--- src/rtl/exe_stage_pkg.sv ---
// Shared widths, ALU opcode bit positions, decode-bus layout and divider states
// for the execute stage and its divider.
// Imported by exe_stage, div_unit and alu.
package exe_stage_pkg;

  localparam int DS_TO_ES_BUS_WD = 156;
  localparam int ES_TO_MS_BUS_WD = 71;
  localparam int ES_FWD_BUS_WD   = 39;

  // One-hot bit positions inside alu_op[11:0]
  localparam int ALU_ADD  = 0;
  localparam int ALU_SUB  = 1;
  localparam int ALU_SLT  = 2;
  localparam int ALU_SLTU = 3;
  localparam int ALU_AND  = 4;
  localparam int ALU_NOR  = 5;
  localparam int ALU_OR   = 6;
  localparam int ALU_XOR  = 7;
  localparam int ALU_SLL  = 8;
  localparam int ALU_SRL  = 9;
  localparam int ALU_SRA  = 10;
  localparam int ALU_LUI  = 11;

  // Field order matches the decode stage's bus concatenation, MSB first
  typedef struct packed {
    logic        mul_signed;
    logic        mul_unsigned;
    logic        mul_high;
    logic        div_signed;
    logic        div_unsigned;
    logic        div_mod;
    logic [11:0] alu_op;
    logic        res_from_mem;
    logic        src1_is_pc;
    logic        src2_is_imm;
    logic        gr_we;
    logic        mem_we;
    logic [4:0]  dest;
    logic [31:0] imm;
    logic [31:0] rj_value;
    logic [31:0] rkd_value;
    logic [31:0] pc;
  } ds_to_es_t;

  typedef enum logic [1:0] {
    DIV_IDLE = 2'd0,
    DIV_BUSY = 2'd1,
    DIV_FIX  = 2'd2
  } div_state_t;

  // Two's-complement negate when neg is set; used for magnitudes and sign fix-up
  function automatic logic [31:0] neg_if(input logic neg, input logic [31:0] v);
    return neg ? (~v + 32'd1) : v;
  endfunction

endpackage

--- src/rtl/alu.sv ---
// Purpose: twelve-operation integer ALU selected by a one-hot opcode.
// Latency: purely combinational.
// Backpressure: none; result follows the operands in the same cycle.
module alu
  import exe_stage_pkg::*;
(
  input  logic [11:0] alu_op,
  input  logic [31:0] alu_src1,
  input  logic [31:0] alu_src2,
  output logic [31:0] alu_result
);

  logic [31:0] sum;
  logic [31:0] diff;
  logic        lt_s;
  logic        lt_u;

  assign sum  = alu_src1 + alu_src2;
  assign diff = alu_src1 - alu_src2;
  assign lt_s = $signed(alu_src1) < $signed(alu_src2);
  assign lt_u = alu_src1 < alu_src2;

  // OR together every enabled result; the opcode is one-hot so at most one contributes
  always_comb begin
    alu_result = 32'd0;
    if (alu_op[ALU_ADD])  alu_result = alu_result | sum;
    if (alu_op[ALU_SUB])  alu_result = alu_result | diff;
    if (alu_op[ALU_SLT])  alu_result = alu_result | {31'd0, lt_s};
    if (alu_op[ALU_SLTU]) alu_result = alu_result | {31'd0, lt_u};
    if (alu_op[ALU_AND])  alu_result = alu_result | (alu_src1 & alu_src2);
    if (alu_op[ALU_NOR])  alu_result = alu_result | ~(alu_src1 | alu_src2);
    if (alu_op[ALU_OR])   alu_result = alu_result | (alu_src1 | alu_src2);
    if (alu_op[ALU_XOR])  alu_result = alu_result | (alu_src1 ^ alu_src2);
    if (alu_op[ALU_SLL])  alu_result = alu_result | (alu_src1 << alu_src2[4:0]);
    if (alu_op[ALU_SRL])  alu_result = alu_result | (alu_src1 >> alu_src2[4:0]);
    if (alu_op[ALU_SRA])  alu_result = alu_result | 32'($signed(alu_src1) >>> alu_src2[4:0]);
    if (alu_op[ALU_LUI])  alu_result = alu_result | alu_src2;
  end

endmodule

--- src/rtl/exe_stage_div_unit.sv ---
// Purpose: 32-bit signed/unsigned radix-2 restoring divider with sign fix-up.
// Latency: done pulses DIV_CYCLES cycles after start (32 iterations + 1 fix cycle).
// Backpressure: none; start is only honoured in IDLE, results hold until the next start.
module div_unit
  import exe_stage_pkg::*;
#(
  parameter int DIV_CYCLES = 33
) (
  input  logic        clk,
  input  logic        reset,
  input  logic        start,
  input  logic        div_signed,
  input  logic [31:0] dividend,
  input  logic [31:0] divisor,
  output logic        busy,
  output logic        done,
  output logic [31:0] quotient,
  output logic [31:0] remainder
);

  localparam logic [5:0] LAST_ITER = 6'(DIV_CYCLES - 2);

  div_state_t  state;
  div_state_t  state_nxt;
  logic [5:0]  cnt;
  logic [63:0] acc;          // {partial remainder, quotient being shifted in}
  logic [31:0] dvs_mag;
  logic [31:0] dvd_raw;
  logic        q_neg;
  logic        r_neg;
  logic        dvz;
  logic [33:0] trial;
  logic [63:0] acc_nxt;

  // FSM state register; reset aborts any division in flight
  always_ff @(posedge clk) begin
    if (reset) state <= DIV_IDLE;
    else       state <= state_nxt;
  end

  // Next-state and status outputs
  always_comb begin
    state_nxt = state;
    busy      = 1'b0;
    done      = 1'b0;
    case (state)
      DIV_IDLE: if (start) state_nxt = DIV_BUSY;
      DIV_BUSY: begin
        busy = 1'b1;
        if (cnt == LAST_ITER) state_nxt = DIV_FIX;
      end
      DIV_FIX: begin
        busy      = 1'b1;
        done      = 1'b1;
        state_nxt = DIV_IDLE;
      end
      default: state_nxt = DIV_IDLE;
    endcase
  end

  // One restoring step: shift left, try subtracting the divisor from the 33-bit top
  always_comb begin
    trial = {1'b0, acc[63:31]} - {2'b00, dvs_mag};
    if (trial[33]) acc_nxt = {acc[62:0], 1'b0};
    else           acc_nxt = {trial[31:0], acc[30:0], 1'b1};
  end

  // Operand capture on start, iteration in BUSY; registers hold afterwards so results stay valid
  always_ff @(posedge clk) begin
    if (reset) begin
      cnt     <= 6'd0;
      acc     <= 64'd0;
      dvs_mag <= 32'd0;
      dvd_raw <= 32'd0;
      q_neg   <= 1'b0;
      r_neg   <= 1'b0;
      dvz     <= 1'b0;
    end else if (state == DIV_IDLE && start) begin
      cnt     <= 6'd0;
      acc     <= {32'd0, neg_if(div_signed & dividend[31], dividend)};
      dvs_mag <= neg_if(div_signed & divisor[31], divisor);
      dvd_raw <= dividend;
      q_neg   <= div_signed & (dividend[31] ^ divisor[31]);
      r_neg   <= div_signed & dividend[31];
      dvz     <= (divisor == 32'd0);
    end else if (state == DIV_BUSY) begin
      cnt <= cnt + 6'd1;
      acc <= acc_nxt;
    end
  end

  // Sign fix-up; divide-by-zero overrides to all-ones quotient and untouched dividend
  assign quotient  = dvz ? 32'hFFFF_FFFF : neg_if(q_neg, acc[31:0]);
  assign remainder = dvz ? dvd_raw       : neg_if(r_neg, acc[63:32]);

endmodule

--- src/rtl/exe_stage.sv ---
// Purpose: pipeline execute stage: ALU, 33x33 multiply, iterative divide, data-SRAM request, bypass bus.
// Latency: one cycle for ALU/multiply/memory ops; divides hold the stage DIV_CYCLES cycles.
// Backpressure: holds the instruction while ms_allowin is low or the divider is running.
module exe_stage
  import exe_stage_pkg::*;
#(
  parameter int DIV_CYCLES = 33
) (
  input  logic                       clk,
  input  logic                       reset,
  input  logic                       ms_allowin,
  output logic                       es_allowin,
  input  logic                       ds_to_es_valid,
  input  logic [DS_TO_ES_BUS_WD-1:0] ds_to_es_bus,
  output logic                       es_to_ms_valid,
  output logic [ES_TO_MS_BUS_WD-1:0] es_to_ms_bus,
  output logic [ES_FWD_BUS_WD-1:0]   es_fwd_bus,
  output logic                       data_sram_en,
  output logic [3:0]                 data_sram_we,
  output logic [31:0]                data_sram_addr,
  output logic [31:0]                data_sram_wdata
);

  logic        es_valid;
  ds_to_es_t   es_bus;
  logic        es_ready_go;
  logic        es_leave;
  logic [31:0] src1;
  logic [31:0] src2;
  logic [31:0] alu_result;
  logic [65:0] mul_prod;
  logic [31:0] mul_result;
  logic        mul_any;
  logic        is_div;
  logic        div_started;
  logic        div_done_r;
  logic        div_start;
  logic        div_busy;
  logic        div_done;
  logic [31:0] div_q;
  logic [31:0] div_r;
  logic [31:0] div_result;
  logic [31:0] es_result;
  logic        es_fwd_valid;
  logic        es_blk_valid;

  assign es_allowin     = !es_valid || (es_ready_go && ms_allowin);
  assign es_to_ms_valid = es_valid && es_ready_go;
  assign es_leave       = es_valid && es_ready_go && ms_allowin;

  // Stage occupancy
  always_ff @(posedge clk) begin
    if (reset)           es_valid <= 1'b0;
    else if (es_allowin) es_valid <= ds_to_es_valid;
  end

  // Decode bus capture
  always_ff @(posedge clk) begin
    if (reset)                             es_bus <= '0;
    else if (ds_to_es_valid && es_allowin) es_bus <= ds_to_es_bus;
  end

  assign src1 = es_bus.src1_is_pc  ? es_bus.pc  : es_bus.rj_value;
  assign src2 = es_bus.src2_is_imm ? es_bus.imm : es_bus.rkd_value;

  alu u_alu (
    .alu_op     (es_bus.alu_op),
    .alu_src1   (src1),
    .alu_src2   (src2),
    .alu_result (alu_result)
  );

  // Extending to 33 bits lets one signed multiplier serve both signed and unsigned forms
  assign mul_any    = es_bus.mul_signed | es_bus.mul_unsigned;
  assign mul_prod   = $signed({es_bus.mul_signed & src1[31], src1})
                    * $signed({es_bus.mul_signed & src2[31], src2});
  assign mul_result = es_bus.mul_high ? mul_prod[63:32] : mul_prod[31:0];

  assign is_div    = es_bus.div_signed | es_bus.div_unsigned;
  assign div_start = es_valid && is_div && !div_started && !div_busy;

  // done is accepted combinationally so a divide can leave in its done cycle
  assign es_ready_go = !is_div || div_done || div_done_r;

  // Per-instruction divider bookkeeping: prevents restart while a finished result waits on ms_allowin
  always_ff @(posedge clk) begin
    if (reset || es_leave) begin
      div_started <= 1'b0;
      div_done_r  <= 1'b0;
    end else begin
      if (div_start) div_started <= 1'b1;
      if (div_done)  div_done_r  <= 1'b1;
    end
  end

  div_unit #(
    .DIV_CYCLES (DIV_CYCLES)
  ) u_div (
    .clk        (clk),
    .reset      (reset),
    .start      (div_start),
    .div_signed (es_bus.div_signed),
    .dividend   (src1),
    .divisor    (src2),
    .busy       (div_busy),
    .done       (div_done),
    .quotient   (div_q),
    .remainder  (div_r)
  );

  // div_mod set picks the quotient, clear picks the remainder
  assign div_result = es_bus.div_mod ? div_q : div_r;

  assign es_result = es_bus.res_from_mem ? alu_result :
                     is_div              ? div_result :
                     mul_any             ? mul_result : alu_result;

  assign es_to_ms_bus = {es_bus.res_from_mem, es_bus.gr_we, es_bus.dest, es_result, es_bus.pc};

  // Requests only fire in the transfer cycle, so a stalled store is never issued twice
  assign data_sram_en    = es_valid && (es_bus.res_from_mem || es_bus.mem_we) && ms_allowin;
  assign data_sram_we    = {4{es_valid && es_bus.mem_we && ms_allowin}};
  assign data_sram_addr  = alu_result;
  assign data_sram_wdata = es_bus.rkd_value;

  assign es_fwd_valid = es_valid && es_bus.gr_we && (es_bus.dest != 5'd0)
                        && !es_bus.res_from_mem && es_ready_go;
  assign es_blk_valid = es_valid && es_bus.gr_we && (es_bus.dest != 5'd0)
                        && (es_bus.res_from_mem || !es_ready_go);
  assign es_fwd_bus   = {es_fwd_valid, es_blk_valid, es_bus.dest, es_result};

endmodule

--- config.mk ---
export PLATFORM = sky130hd
export DESIGN_NAME = exe_stage
export DESIGN_NICKNAME = d
export VERILOG_FILES = /design/src/rtl/exe_stage_pkg.sv /design/src/rtl/alu.sv /design/src/rtl/exe_stage_div_unit.sv /design/src/rtl/exe_stage.sv
export SDC_FILE = /design/constraint.sdc
export NUM_CORES = 2
export LEC_CHECK = 0
export BUFFER_PORTS_ARGS = -buffer_cell sky130_fd_sc_hd__buf_2
export CAP_MARGIN = 40
export CORE_MARGIN = 2
export CORE_UTILIZATION = 30
export CTS_BUF_LIST = sky130_fd_sc_hd__clkbuf_4
export CTS_CLUSTER_DIAMETER = 120
export DETAILED_ROUTE_END_ITERATION = 10
export PLACE_DENSITY = 0.44
export SLEW_MARGIN = 20
export SYNTH_ARGS = -nofsm -noshare
export SYNTH_HDL_FRONTEND = slang
export SYNTH_HIERARCHICAL = 1
export SYNTH_SLANG_ARGS = --single-unit
--- constraint.sdc ---
create_clock -name clk -period 21.2 [get_ports clk]
set_clock_uncertainty 0.1 [all_clocks]
set_input_delay 1.06 -clock clk [delete_from_list [all_inputs] [get_ports clk]]
set_output_delay 1.06 -clock clk [all_outputs]
set_load 0.05 [all_outputs]
==> results.json <==
{
  "die_height_microns": 467.6,
  "place_congestion": 1.029,
  "route.detailed.drc": 0,
  "relSlewSlack_pct": 24.10,
  "dp_hpwl_microns": 228300,
  "maxSlewViolCount": 0,
  "leakage_nw": 31.96,
  "synth_top_cell_area_share_pct": 35.03,
  "worstPathArrival_ns": 13.27,
  "grt_pass1_wl_microns": 430300,
  "vias": 58160,
  "core_area_sq_mm": 0.2142,
  "cts_resized": 0,
  "nets": 9663,
  "netlist_top_cells_count": "nand2_1, inv_1, fa_1",
  "switching_power_mw": 2.508,
  "p_per_area_mw_per_mm2": 62.24,
  "worst_slew_pin_slew_ns": 1.138,
  "die-area_sq_mm": 0.2186,
  "yosysWarnings": 6,
  "wl_per_cell_microns": 27.33,
  "grtUsageTotal_pct": 27.11,
  "synth_top_cell_by_area": "fa_1",
  "layoutNonFillerInstCount": 10920,
  "vdd_drop_max_mv": 0.08111,
  "p_clk_share_pct": 12.7,
  "fmax_mhz": 69.32,
  "cp-startpoint": "es_bus[136]$_SDFFE_PP0P_",
  "reg2reg_slack_ns": 15.63,
  "crit_required_ns": 20.04,
  "crit_path_end_kind": "primary output",
  "die_x_microns": 467.6,
  "synth.avg_cell_area_sq_um": 8.102,
  "cts_tree": "done",
  "hp-start": "ds_to_es_bus[151]",
  "root_buffer": "clkbuf_4",
  "setup-tns-final_ns": 0,
  "cpMostUsedCell": "fa_1",
  "ff2ff_path_depth": 15,
  "whs_path_depth": 3,
  "p_sw_share_pct": 57.46,
  "holdBufCountCts": 0,
  "async_reset_ff_share_pct": 0,
  "pwr-share-comb_pct": 71.8,
  "r2r-end": "u_div/acc[28]$_SDFFE_PP0P_",
  "numCtsBuffers": 86,
  "yosysMostFrequentCell": "nand2_1",
  "drt-total-wl_microns": 298500,
  "via_per_inst": 5.325,
  "yosys_register_bits": 298,
  "start_util_pct": 30.10,
  "worstPathMaxFanout": 42,
  "clock_latency_ns": 1.01,
  "clock_tree.buffer_depth": 3,
  "clock_sinks": 298,
  "status": "completed",
  "grt_overflow": 0,
  "cts_setup_buffers": 0,
  "htreeDepth": 3,
  "place_inst": 10770,
  "row_count": 170,
  "drive_gt1_share_pct": 11.08,
  "finalHoldViolCount": 0,
  "cp_slowest_stage_delay_ns": 1.02,
  "syn_inst": 7958,
  "min_period_over_period_pct": 68.04,
  "synth_edf_count": 0,
  "seq_area_frac_synth_pct": 9.253,
  "rsz0062_at_grt": "false",
  "internal-power_mw": 1.857,
  "syn_to_final_growth_pct": 8.764,
  "drt-initial-drc-count": 5503,
  "finalSetupViolations": 0,
  "start_kind": "flop",
  "maxCapViolCount": 0,
  "worstSetupPathType": "reg2out",
  "path_clk_slew_ns": 0.06,
  "ys_types": 110,
  "drtAntennaViolNets": 0,
  "crit_slowest_cell": "fa_1",
  "portBuffers": 340,
  "ios": 341,
  "postSynthNetCount": 9596,
  "synthFlopType": "dfxtp_1",
  "synth_area_sq_mm": 0.06447,
  "grt_pass1_vias": 59770,
  "reg2reg_from": "es_bus[136]$_SDFFE_PP0P_",
  "dr.pass1.iters": 8,
  "final.min_clock_period_ns": 14.43,
  "ys_top_cells_by_area": "fa_1, dfxtp_1, nand2_1, inv_1, ha_1",
  "pwr-share-seq_pct": 15.5,
  "antenna_found_initial": 13,
  "min_to": "es_bus[151]$_SDFFE_PP0P_",
  "holdCritPathClass": "in2reg",
  "grt_max_degree": 110
}
-- state kept, by name, indices dropped and copies added (netlist names) --
register         flops
u_div/state          2
es_to_ms_bus        34
u_div/q_neg          1
u_div/dvz            1
div_started          1
es_bus              85
es_fwd_bus           5
div_done_r           1
u_div/dvs_mag       32
u_div/dvd_raw       32
data_sram_wdata     32
es_valid             1
u_div/cnt            6
u_div/r_neg          1
u_div/acc           64
-- metal layers --
layer  vias to the layer above  GRT usage (%)  wire length, microns
met4                         6          10.02                 12800
met1                     29820          36.51                127200
met5                         -              0                    38
li1                      25340              -                     -
met3                       445          5.041                 23960
met2                      2554          43.11                134500
-- worst max-delay path, delay by kind of cell, from the launching register on --
kind                     cells  cell delay (ns)
adder cells (fa/ha/maj)      9             5.26
AND/OR/NAND/NOR              4             1.72
multiplexers                 1             0.13
buffers and inverters        9             2.37
flip-flops                   1             0.31
AO/OA/AOI/OAI                6             2.43
-- stage by stage --
stage          worst slack [ns]  utilization, %  instance area (sq um)  hold WS [ns]  total power, mW
6_report                  6.775           32.74                  70120        0.1821            4.365
5_1_grt                   6.416           32.74                  70120        0.1013            4.645
4_1_cts                   6.870           32.67                  69970       0.05324            4.348
3_5_place_dp              8.006           32.18                  68930        0.3465            3.770
3_3_place_gp              7.744           32.10                  68760        0.3412            3.763
2_1_floorplan             9.711               -                  64470        0.3319            2.702
-- logic make-up (layout without fill, tap and decap cells) --
group                    count (synthesis)  in the layout  share of synthesized area (%)
AO/OA/AOI/OAI                         1306           1306                          13.05
XOR/XNOR                               233            233                          3.165
adder cells (fa/ha/maj)               1478           1478                          41.82
buffers and inverters                 1916           2038                          11.91
flip-flops                             298            298                          9.253
multiplexers                           288            288                          5.052
other                                    0              5                              0
AND/OR/NAND/NOR                       2439           2439                          15.75
-- cells in the final DEF (no fill, tap or decap), drive strengths merged, types with 128 or more instances in the layout --
master  netlist  routed
nand2      1375    1375
fa         1128    1128
mux2i       214     214
dfxtp       298     298
a21oi       469     469
ha          350     350
nor2        660     660
inv        1315    1310
buf         170     564
o21ai       251     251
xnor2       128     128
-- power groups by stage --
stage               registers [mW]  logic (mW)  clock network (mW)
floorplan                    0.657        2.04                   0
global placement             0.690        3.07                   0
detailed placement           0.690        3.08                   0
CTS                          0.678        3.09               0.579
global route                 0.684        3.35               0.607
finish                       0.677        3.14               0.552
-- how the worst max path moves through the flow --
stage	cells past startpoint	to	slack (ns)
2_1_floorplan	29	es_to_ms_bus[59]	9.71
3_3_place_gp	29	es_to_ms_bus[61]	7.74
3_5_place_dp	29	es_to_ms_bus[61]	8.01
4_1_cts	29	es_to_ms_bus[61]	6.87
5_1_grt	29	es_fwd_bus[29]	6.42
6_report	29	es_to_ms_bus[61]	6.77
-- final cells by class --
type                       count  area, sq um
fill                       23040       144100
multi-input combinational   5744        51060
sequential                   298         5969
inverter                    1330         4997
tap                         2838         3551
timing repair buffer         565         3490
clock buffer                 119        893.4
clock inverter                24        147.6
antenna                        5        12.51
(Power assumes the default switching activity.)
